--- config.mk ---
export PLATFORM = sky130hd
export DESIGN_NAME = mips_controle_multiciclo
export DESIGN_NICKNAME = d
export VERILOG_FILES = /design/src/rtl/mips_controle_multiciclo.sv
export SDC_FILE = /design/constraint.sdc
export NUM_CORES = 1
export LEC_CHECK = 0
export ABC_AREA = 1
export ABC_CLOCK_PERIOD_IN_PS = 2500
export BUFFER_PORTS_ARGS = -buffer_cell sky130_fd_sc_hd__buf_2
export CAP_MARGIN = 30
export CORE_AREA = 3 3 40 42
export CTS_BUF_LIST = sky130_fd_sc_hd__clkbuf_8
export DETAILED_ROUTE_END_ITERATION = 10
export DIE_AREA = 0 0 43 45
export PLACE_DENSITY = 0.67
export SLEW_MARGIN = 30
export SYNTH_ARGS = -nofsm -noshare
export SYNTH_HDL_FRONTEND = slang
export SYNTH_SLANG_ARGS = --single-unit
--- constraint.sdc ---
create_clock -name clk -period 2.5 [get_ports clk]
set_clock_uncertainty 0.1 [all_clocks]
set_input_delay 0.5 -clock clk [delete_from_list [all_inputs] [get_ports clk]]
set_output_delay 0.5 -clock clk [all_outputs]
set_load 0.005 [all_outputs]
--- src/rtl/mips_controle_multiciclo.sv ---
// Main control unit for the multicycle MIPS core.
// Moore FSM: every strobe decodes from the state register. The one exception is
// instr_done in DECODE, which also depends on OP so an illegal opcode retires at once.
module mips_controle_multiciclo (
  input  logic       clk,
  input  logic       reset,
  input  logic [5:0] OP,
  input  logic [5:0] Funct,
  output logic       IorD,
  output logic       ALUSrcA,
  output logic [1:0] ALUSrcB,
  output logic [1:0] PCSrc,
  output logic       IRWrite,
  output logic       PCWrite,
  output logic       MemWrite,
  output logic       RegDst,
  output logic       MemtoReg,
  output logic       RegWrite,
  output logic       Branch,
  output logic [1:0] ALUOp,
  output logic [3:0] state,
  output logic       instr_done
);

  typedef enum logic [3:0] {
    StFetch    = 4'd0,
    StDecode   = 4'd1,
    StMemAdr   = 4'd2,
    StMemRead  = 4'd3,
    StMemWb    = 4'd4,
    StMemWrite = 4'd5,
    StExecute  = 4'd6,
    StAluWb    = 4'd7,
    StBranch   = 4'd8,
    StAddiEx   = 4'd9,
    StAddiWb   = 4'd10,
    StJump     = 4'd11
  } state_e;

  localparam logic [5:0] OpLw   = 6'b100011;
  localparam logic [5:0] OpSw   = 6'b101011;
  localparam logic [5:0] OpRtyp = 6'b000000;
  localparam logic [5:0] OpBeq  = 6'b000100;
  localparam logic [5:0] OpAddi = 6'b001000;
  localparam logic [5:0] OpJ    = 6'b000010;

  state_e state_q, state_d;
  logic   op_legal;

  // Funct is decoded by the datapath ALU decoder, not here.
  logic funct_unused;
  assign funct_unused = ^Funct;

  assign op_legal = (OP == OpLw) || (OP == OpSw) || (OP == OpRtyp) ||
                    (OP == OpBeq) || (OP == OpAddi) || (OP == OpJ);

  assign state = state_q;

  // State register; reset forces FETCH without waiting for a clock edge.
  always_ff @(posedge clk or posedge reset) begin
    if (reset) begin
      state_q <= StFetch;
    end else begin
      state_q <= state_d;
    end
  end

  // Next-state logic; OP is only looked at in DECODE and MEMADR.
  always_comb begin
    state_d = StFetch;
    unique case (state_q)
      StFetch:   state_d = StDecode;
      StDecode: begin
        unique case (OP)
          OpLw, OpSw: state_d = StMemAdr;
          OpRtyp:     state_d = StExecute;
          OpBeq:      state_d = StBranch;
          OpAddi:     state_d = StAddiEx;
          OpJ:        state_d = StJump;
          default:    state_d = StFetch;  // illegal opcode retires as a NOP
        endcase
      end
      StMemAdr:  state_d = (OP == OpLw) ? StMemRead : StMemWrite;
      StMemRead: state_d = StMemWb;
      StExecute: state_d = StAluWb;
      StAddiEx:  state_d = StAddiWb;
      default:   state_d = StFetch;       // write-back/final states and unused codes
    endcase
  end

  // Output decode from the current state.
  always_comb begin
    IorD       = 1'b0;
    ALUSrcA    = 1'b0;
    ALUSrcB    = 2'b00;
    PCSrc      = 2'b00;
    IRWrite    = 1'b0;
    PCWrite    = 1'b0;
    MemWrite   = 1'b0;
    RegDst     = 1'b0;
    MemtoReg   = 1'b0;
    RegWrite   = 1'b0;
    Branch     = 1'b0;
    ALUOp      = 2'b00;
    instr_done = 1'b0;
    unique case (state_q)
      StFetch: begin
        ALUSrcB = 2'b01;
        IRWrite = 1'b1;
        PCWrite = 1'b1;
      end
      StDecode: begin
        // Branch target precomputed into ALUOut.
        ALUSrcB    = 2'b11;
        instr_done = ~op_legal;
      end
      StMemAdr: begin
        ALUSrcA = 1'b1;
        ALUSrcB = 2'b10;
      end
      StMemRead: IorD = 1'b1;
      StMemWb: begin
        MemtoReg   = 1'b1;
        RegWrite   = 1'b1;
        instr_done = 1'b1;
      end
      StMemWrite: begin
        IorD       = 1'b1;
        MemWrite   = 1'b1;
        instr_done = 1'b1;
      end
      StExecute: begin
        ALUSrcA = 1'b1;
        ALUOp   = 2'b10;
      end
      StAluWb: begin
        RegDst     = 1'b1;
        RegWrite   = 1'b1;
        instr_done = 1'b1;
      end
      StBranch: begin
        ALUSrcA    = 1'b1;
        ALUOp      = 2'b01;
        PCSrc      = 2'b01;
        Branch     = 1'b1;
        instr_done = 1'b1;
      end
      StAddiEx: begin
        ALUSrcA = 1'b1;
        ALUSrcB = 2'b10;
      end
      StAddiWb: begin
        RegWrite   = 1'b1;
        instr_done = 1'b1;
      end
      StJump: begin
        PCSrc      = 2'b10;
        PCWrite    = 1'b1;
        instr_done = 1'b1;
      end
      default: ;  // unused codes drive nothing
    endcase
  end

endmodule
==> summary.txt <==
Worst setup path
  – Buf+Inv Stages, Crit Path: 2
  – CP Max Fanout: 3
  – WS Path Type: in -> out
  – Cell family with most CP delay: simple AND/OR/NAND/NOR gates
  – Crit end category: output port
  – Critical Path Most Common Cell: nor2_1
  – Startpoint Class: input pin
  – Critical path depth: 8
  – R2R Setup Slk: 1270 ps
  – R2r startpoint: state[1]$_DFF_PP0_
  – Reg2Reg Capture Point: state[1]$_DFF_PP0_
  – Critical Path RT: 1900 ps
  – Slowest Stage Delay on Critical Path: 180 ps
  – Critical-path cell list: buf_2 -> nor2_1 -> nand2_1 -> nor2_1 -> nor2_1 -> nand3_1 -> nand2_1 -> buf_2
  – Worst Reg-to-Reg Cells: 6
  – Worst path arrival time: 1400 ps
  – Slowest CP cell: nor2_1

STA
  – # setup viols final: 0
  – Unrepaired setup endpoints after global routing: no
  – Fmax: 500.3 MHz
  – Slew headroom: 0.8221
  – Final WS setup: 501.3 ps
  – Final Cycle Share: 0.7995
  – Fin crit period: 1999 ps
  – Worst Hold Margin: 59.26 ps
  – Slew @ Worst Pin: 266.8 ps
  – Pins Over Slew Limit: 0
  – Hold Vio Cnt, Final: 0
  – Setup TNS: 0 ps

Place
  – Worst slack, placed: 508.9 ps
  – Final HPWL DP: 951.8 um
  – Dpl cells: 124
  – Input/output buffers: 27
  – Placer Congestion: 0.8125

Yosys
  – Cell count after synthesis: 83
  – Synthesized area: 440.4 sq um
  – Distinct cells, synth: 16
  – Share of the synthesized area in the top cell type: 0.2273
  – Async set-reset flop share out of synthesis: 1.000
  – Seq cells post-synth: 4
  – Synth Warn #: 0
  – Number of synthesized flops with an enable pin: 0
  – Synth area leaders: dfrtp_1 (23%), nor2_1 (20%), nand2_1 (15%)
  – Syn nets: 97
  – Yosys top cell by area: dfrtp_1
  – Top_reg_cell synth: dfrtp_1
  – Top-count cell post-synth: nor2_1
  – Syn Area/Cell: 5.306 sq um
  – Synth top cells by count: nor2_1 (23), nand2_1 (18), inv_1 (11), inv_2 (7), nand3_1 (5)
  – Post-synthesis sequential area ratio: 0.2273

Cells and area
  – # nets final: 128
  – Number of flip-flops in the largest register: 4
  – Synth-to-Final Area Change: 42.61%
  – Post-Route Utilization: 0.4888
  – Fillers: 154
  – Register area: 100.1 sq um
  – Non-Filler Instances: 127
  – Share of cells above drive strength 1: 0.3750
  – Multi-input logic area: 265.3 sq um
  – Antenna diode count: 0

Floorplanning
  – Io pins: 34
  – Die width: 43 um
  – Core Area: 0.001285 sq mm
  – Initial core utilization: 0.3427
  – Row Count: 13
  – Die height: 45 um
  – Die area: 0.001935 sq mm

Clocking
  – Root cell of the clock tree: clkbuf_8
  – Postcts setup bufs: 0
  – Clock Sinks: 4
  – Clock latency on the worst-skew pair: 210 ps
  – CTS Buf Count: 3
  – CTS tree: done
  – H-tree level count: 1
  – Clk buf depth: 2
  – Worst-path clk slew: 30 ps
  – Resized Gates After CTS: 0
  – Cts hold-fix bufs: 0

GRT
  – Vias in the first global route: 498
  – Grt ovf: 0
  – Initial antenna violation count: 0
  – GRT Total Usage: 0.1301
  – First-pass GRT wire length: 1883 um
  – Largest net degree at the start of global routing: 10

Routing
  – Final wirelength: 1143 um
  – Antenna viol nets, final: 0
  – Drt wl/cell: 9.000 um
  – DRC errors left: 0
  – Initial DRC count: 13
  – First drt pass iteration count: 4
  – Vias per cell: 4.409
  – Via count: 560

Power
  – Pleak: 0.3933 nW
  – Power Dens Cells: 813.6 mW/mm^2
  – Max IR drop VDD: 385.4 uV

Min path
  – HP Class: in -> async

Run
  – Max-cap check violation count: 0

Outcome
  – Run status: finished clean
[cell type report]
type                       instances  area share
clock buffer                       3     0.06574
inverter                          18      0.1076
multi-input combinational         60      0.4223
sequential                         4      0.1594
tap                               15     0.02988
timing repair buffer              27      0.2151
[report_power, final]
part	total [mW]	internal (mW)	switching, mW	leakage, nW
clock network	0.131	0.102	0.0287	0.0216
registers	0.103	0.0804	0.0222	0.0532
logic	0.278	0.111	0.167	0.319
[worst max path at each step]
stage	from	slack, ps	end
after floorplan	OP[5]	870	instr_done
after global placement	OP[5]	580	instr_done
after detailed placement	OP[5]	510	instr_done
after CTS	OP[5]	510	instr_done
after global routing	OP[5]	370	instr_done
final	OP[5]	500	instr_done
[through the flow]
stage                     total power, mW  cell area, sq um
after floorplan                    0.2748             440.4
after global placement             0.3797             586.8
after detailed placement           0.3822             586.8
after CTS                          0.5192             628.1
after global routing               0.5657             628.1
final                              0.5110             628.1
[placed cells by master (no fill, tap or decap), drive strengths merged]
master | synthesis | layout
nand3 | 5 | 5
dfrtp | 4 | 4
clkbuf | 0 | 3
o22ai | 1 | 1
buf | 1 | 27
o21ai | 5 | 5
nand3b | 1 | 1
nor2 | 27 | 27
a21oi | 1 | 1
nand2 | 19 | 19
inv | 18 | 18
nand4 | 1 | 1
[worst reg2reg max path, delay by kind of cell (launching register included)]
kind	cells	cell delay (ps)
flops	1	460
simple gates	4	420
compound gates	1	80
buf+inv	1	60
[per-layer routing]
metal | track usage | wire length [um]
met1 | 0.1525 | 528
met2 | 0.2246 | 483
met3 | 0.05976 | 132
met4 | 0.01807 | 0
met5 | 0 | 0
[cells by family after synthesis]
kind of cell,synth area share
compound gates,0.08238
flops,0.2273
buf+inv,0.1705
simple gates,0.5199
(Power assumes the default switching activity.)
